`config.mk`:
```
export PLATFORM = sky130hd
export DESIGN_NAME = booth_seq_multiplier
export DESIGN_NICKNAME = d
export VERILOG_FILES = /design/src/rtl/booth_seq_multiplier.sv
export SDC_FILE = /design/constraint.sdc
export NUM_CORES = 1
export LEC_CHECK = 0
export CAP_MARGIN = 5
export CORE_ASPECT_RATIO = 1.25
export CORE_UTILIZATION = 51
export CTS_CLUSTER_DIAMETER = 30
export DETAILED_ROUTE_END_ITERATION = 7
export HOLD_SLACK_MARGIN = 0.05
export PLACE_DENSITY = 0.87
export SKIP_LAST_GASP = 1
export SYNTH_ARGS = -nofsm -noshare
export SYNTH_HDL_FRONTEND = slang
export SYNTH_SLANG_ARGS = --single-unit
```
`constraint.sdc`:
```
create_clock -name clk -period 3.3 [get_ports clk]
set_input_delay 0.66 -clock clk [delete_from_list [all_inputs] [get_ports clk]]
set_output_delay 0.66 -clock clk [all_outputs]
set_load 0.03 [all_outputs]
```
`src/rtl/booth_seq_multiplier.sv`:
```
// Sequential radix-2 Booth multiplier: one add/sub + arithmetic shift per clock, 2*WIDTH signed product.
// Optional trace of the internal registers on step_* when BOOTH_STEP_TRACE_EN is defined.
module booth_seq_multiplier #(
  parameter int unsigned WIDTH = 8
) (
  input  logic                         clk,
  input  logic                         rst,
  input  logic                         start,
  input  logic [WIDTH-1:0]             a,
  input  logic [WIDTH-1:0]             b,
  output logic                         busy,
  output logic                         done,
  output logic [2*WIDTH-1:0]           product,
  output logic [WIDTH-1:0]             step_a,
  output logic [WIDTH-1:0]             step_q,
  output logic                         step_q1,
  output logic [$clog2(WIDTH+1)-1:0]   step_cnt
);

  localparam int unsigned AW = WIDTH + 1;
  localparam int unsigned CW = $clog2(WIDTH + 1);

  typedef enum logic {
    S_IDLE = 1'b0,
    S_RUN  = 1'b1
  } state_t;

  state_t          state;
  logic [AW-1:0]   m_reg;
  logic [AW-1:0]   acc;
  logic [WIDTH-1:0] q_reg;
  logic            q1;
  logic [CW-1:0]   cnt;

  logic [AW-1:0]    sum_c;
  logic [AW-1:0]    acc_nxt_c;
  logic [WIDTH-1:0] q_nxt_c;
  logic             last_c;

  // Booth step datapath; A carries one guard bit so M = -2^(WIDTH-1) stays exact
  always_comb begin
    sum_c = acc;
    case ({q_reg[0], q1})
      2'b10:   sum_c = acc - m_reg;
      2'b01:   sum_c = acc + m_reg;
      default: sum_c = acc;
    endcase
    acc_nxt_c = {sum_c[AW-1], sum_c[AW-1:1]};
    q_nxt_c   = {sum_c[0], q_reg[WIDTH-1:1]};
    last_c    = (cnt == CW'(WIDTH - 1));
  end

  always_ff @(posedge clk) begin
    if (rst) begin
      state   <= S_IDLE;
      busy    <= 1'b0;
      done    <= 1'b0;
      product <= '0;
      m_reg   <= '0;
      acc     <= '0;
      q_reg   <= '0;
      q1      <= 1'b0;
      cnt     <= '0;
    end else begin
      done <= 1'b0;
      case (state)
        S_IDLE: begin
          if (start) begin
            m_reg <= {b[WIDTH-1], b};
            acc   <= '0;
            q_reg <= a;
            q1    <= 1'b0;
            cnt   <= '0;
            busy  <= 1'b1;
            state <= S_RUN;
          end
        end
        S_RUN: begin
          acc   <= acc_nxt_c;
          q_reg <= q_nxt_c;
          q1    <= q_reg[0];
          cnt   <= cnt + CW'(1);
          // Final step: the shifted {A,Q} is the product
          if (last_c) begin
            product <= {acc_nxt_c[WIDTH-1:0], q_nxt_c};
            done    <= 1'b1;
            busy    <= 1'b0;
            state   <= S_IDLE;
          end
        end
        default: state <= S_IDLE;
      endcase
    end
  end

`ifdef BOOTH_STEP_TRACE_EN
  assign step_a   = acc[WIDTH-1:0];
  assign step_q   = q_reg;
  assign step_q1  = q1;
  assign step_cnt = cnt;
`else
  assign step_a   = '0;
  assign step_q   = '0;
  assign step_q1  = 1'b0;
  assign step_cnt = '0;
`endif

endmodule

```
==> flow_summary.ini <==
[clock_tree]
clk_latency_ps = 300
cts_resized = 0
htreeDepth = 2
cts_tree = built
cts_hold_buf = 0
cts-root-buf = clkbuf_8
path_clk_slew_ps = 90
numCtsBuffers = 5
postCtsSetupBuffers = 0
cts.sinks = 48
clock_path_buffers = 2

[worst_setup_path]
cp_cell_sequence = inv_1 > ha_1 > mux2_2 > fa_1 > a211oi_2 > o21ai_1 > a211o_1 > a211o_1 > o21ai_1
criticalPathCategory = reg2reg
crit_family = compound AO/OA/AOI/OAI gates
required_ps = 3540
critPathMaxStageDelay_ps = 480
crit_slowest_cell = fa_1
critPathMaxFanout = 8
start_kind = register
critical_path_cell_count = 9
crit_buf_inv = 1
cp.arrival_ps = 3030
endpoint_kind = register
reg2reg_depth = 9

[yosys]
yosysMostFrequentCell = dfxtp_1
synth.avg_cell_area_sq_um = 8.597
synthXorXnorAreaFrac = 0.03276
yosys.area.top_type = dfxtp_1
ys_ff_latch = 48
seq_area_frac_synth = 0.3594
synthArstFlopShare = 0
synth_cells = 311
yosysTopAreaCellShare = 0.3594
synth-main-ff-cell = dfxtp_1
synth_fa_ha_area_frac = 0.05896
yosys_warnings = 0
synth_common_cells = dfxtp_1 (48), nor2_1 (31), a21oi_1 (28), nand2_1 (28), buf_4 (21)
synth_compound_area_frac = 0.2171
syn_area_sq_mm = 0.002674
synth_edf_count = 0
synth_top_family_by_area = compound AO/OA/AOI/OAI gates
synthMuxAreaShare = 0.05709
yosysUniqueCellTypes = 50
synthSimpleGateAreaFrac = 0.1769
synth_area_leaders = dfxtp_1 (36%), buf_4 (5.9%), a21oi_1 (5.2%), ha_1 (5.1%), mux2i_1 (4.9%)

[status]
status = finished, final reports clean

[min_path]
holdPathStages = 2
min_path_type = reg2reg

[layout]
final_cells = 404
num_antenna_cells = 0
area_delta_synth_final_pct = 17.08
final.fill_count = 443
largest-register = product
largest_reg_flops = 16
nNetsFinal = 372
final_cell_area_sq_mm = 0.003131
drive_above_1_share = 0.06433

[sta]
finalWorstSetupSlack_ps = 511.6
slew_violations = 0
tns_ps = 0
setup_viol = 0
worstMarginPinSlew_ps = 838.2
rsz0062_at_grt = false
min_period_ps = 2788
slew_headroom = 0.4412
final-hold-violation-count = 0
timing.final.crit_share = 0.8450
clock_skew_ps = 6.401
timing.fmax_mhz = 358.6

[power_and_ir_drop]
p_int_uw = 1008
combPwrFrac = 0.202
sw_frac_of_total = 0.2877
p_total_uw = 1415
p_seq_frac = 0.437
p_leak_uw = 0.001375
clock_power_share = 0.361
p_sw_uw = 407.2
peakVddDrop_uv = 441.7
power_density_mw_per_mm2 = 452.1

[grt]
globalRouteOverflowTotal = 0
grt.total_usage = 0.2380
grt_max_degree = 32
grt_pass1_wl_mm = 10.17
antenna_found_initial = 0
grt_pass1_vias = 2194

[floorplan]
die_area_sq_mm = 0.005538
io-pin-count = 58
die_x_microns = 66.76
coreArea_sq_mm = 0.005044
die-height_microns = 82.96
row_count = 29
start_util = 0.5301

[place]
dp_cells = 396
hpwl_mm = 4.438
place_ws_ps = 545.4
place_congestion = 0.8876
dpl_cell_area_sq_mm = 0.002993
io_buffers = 36

[run]
drv_cap = 0

[detailed_routing]
wl_per_cell_microns = 15.36
first_pass_iters = 6
drt_iter0_drc = 160
drcViolationCount = 0
vias_per_cell = 5.686
via_count = 2297
wirelength_mm = 6.204
postRouteAntennaNets = 0
## cell usage in the layout (no fill, tap or decap), types with 9 or more instances in the layout
master	count
clkdlybuf4s50_1	36
conb_1	21
ha_1	11
mux2i_1	13
a22o_1	12
dfxtp_1	48
a21oi_1	28
nand2_1	28
xor2_1	9
nor2_1	31
## layout make-up
class	count	area, sq um	share of cell area
Clock buffer	5	68.82	0.02198
Sequential cell	48	960.9	0.3070
Timing Repair Buffer	40	390.4	0.1247
Multi-Input combinational cell	237	1530	0.4888
Tap cell	62	77.57	0.02478
Inverter	9	33.78	0.01079
Clock inverter	3	68.82	0.02198
## cell families after synthesis
kind of cell | count (synthesis)
AND/OR/NAND/NOR | 95
flip-flops | 48
AO/OA/AOI/OAI | 84
XOR/XNOR | 10
adder cells (fa/ha/maj) | 12
other | 1
multiplexers | 15
buffers and inverters | 46
## power groups by stage
stage          registers, uW  logic [uW]  clock network (uW)
3_5_place_dp             632         277                   0
6_report                 619         285                 511
4_1_cts                  618         282                 516
2_1_floorplan            628         226                   0
3_3_place_gp             630         269                   0
5_1_grt                  621         312                 539
## tightest hold or removal path: cells and delay by family, from the launching register on
kind / cells / cell delay [ps]
and+or+nand+nor: 1 / 50
AOI/OAI and AO/OA: 1 / 50
DFF: 1 / 330
## per-stage QoR
stage / util / hold WS, ps
2_1_floorplan: - / 456.9
3_3_place_gp: 0.5934 / 433.9
3_5_place_dp: 0.5934 / 450.1
4_1_cts: 0.6207 / 472.8
5_1_grt: 0.6207 / 507.5
6_report: 0.6207 / 461.6
## path summary, 6_finish.rpt
check / endpoint / slack [ps] / from
setup / recovery: acc[7]$_SDFFE_PP0P_ / 510 / q_reg[0]$_SDFFE_PP0P_
hold / removal: product[8]$_SDFFE_PP0P_ / 460 / product[8]$_SDFFE_PP0P_
hold reg to reg: product[8]$_SDFFE_PP0P_ / 460 / product[8]$_SDFFE_PP0P_
setup reg to reg: acc[7]$_SDFFE_PP0P_ / 510 / q_reg[0]$_SDFFE_PP0P_
## per-layer routing
metal	wire length, microns	track usage	vias up
li1	-	-	1124
met1	2568	0.2832	1075
met2	3162	0.3985	76
met3	231	0.03846	22
met4	242	0.1238	0
met5	0	0	-
No activity file was read; power rests on OpenSTA's default activity.
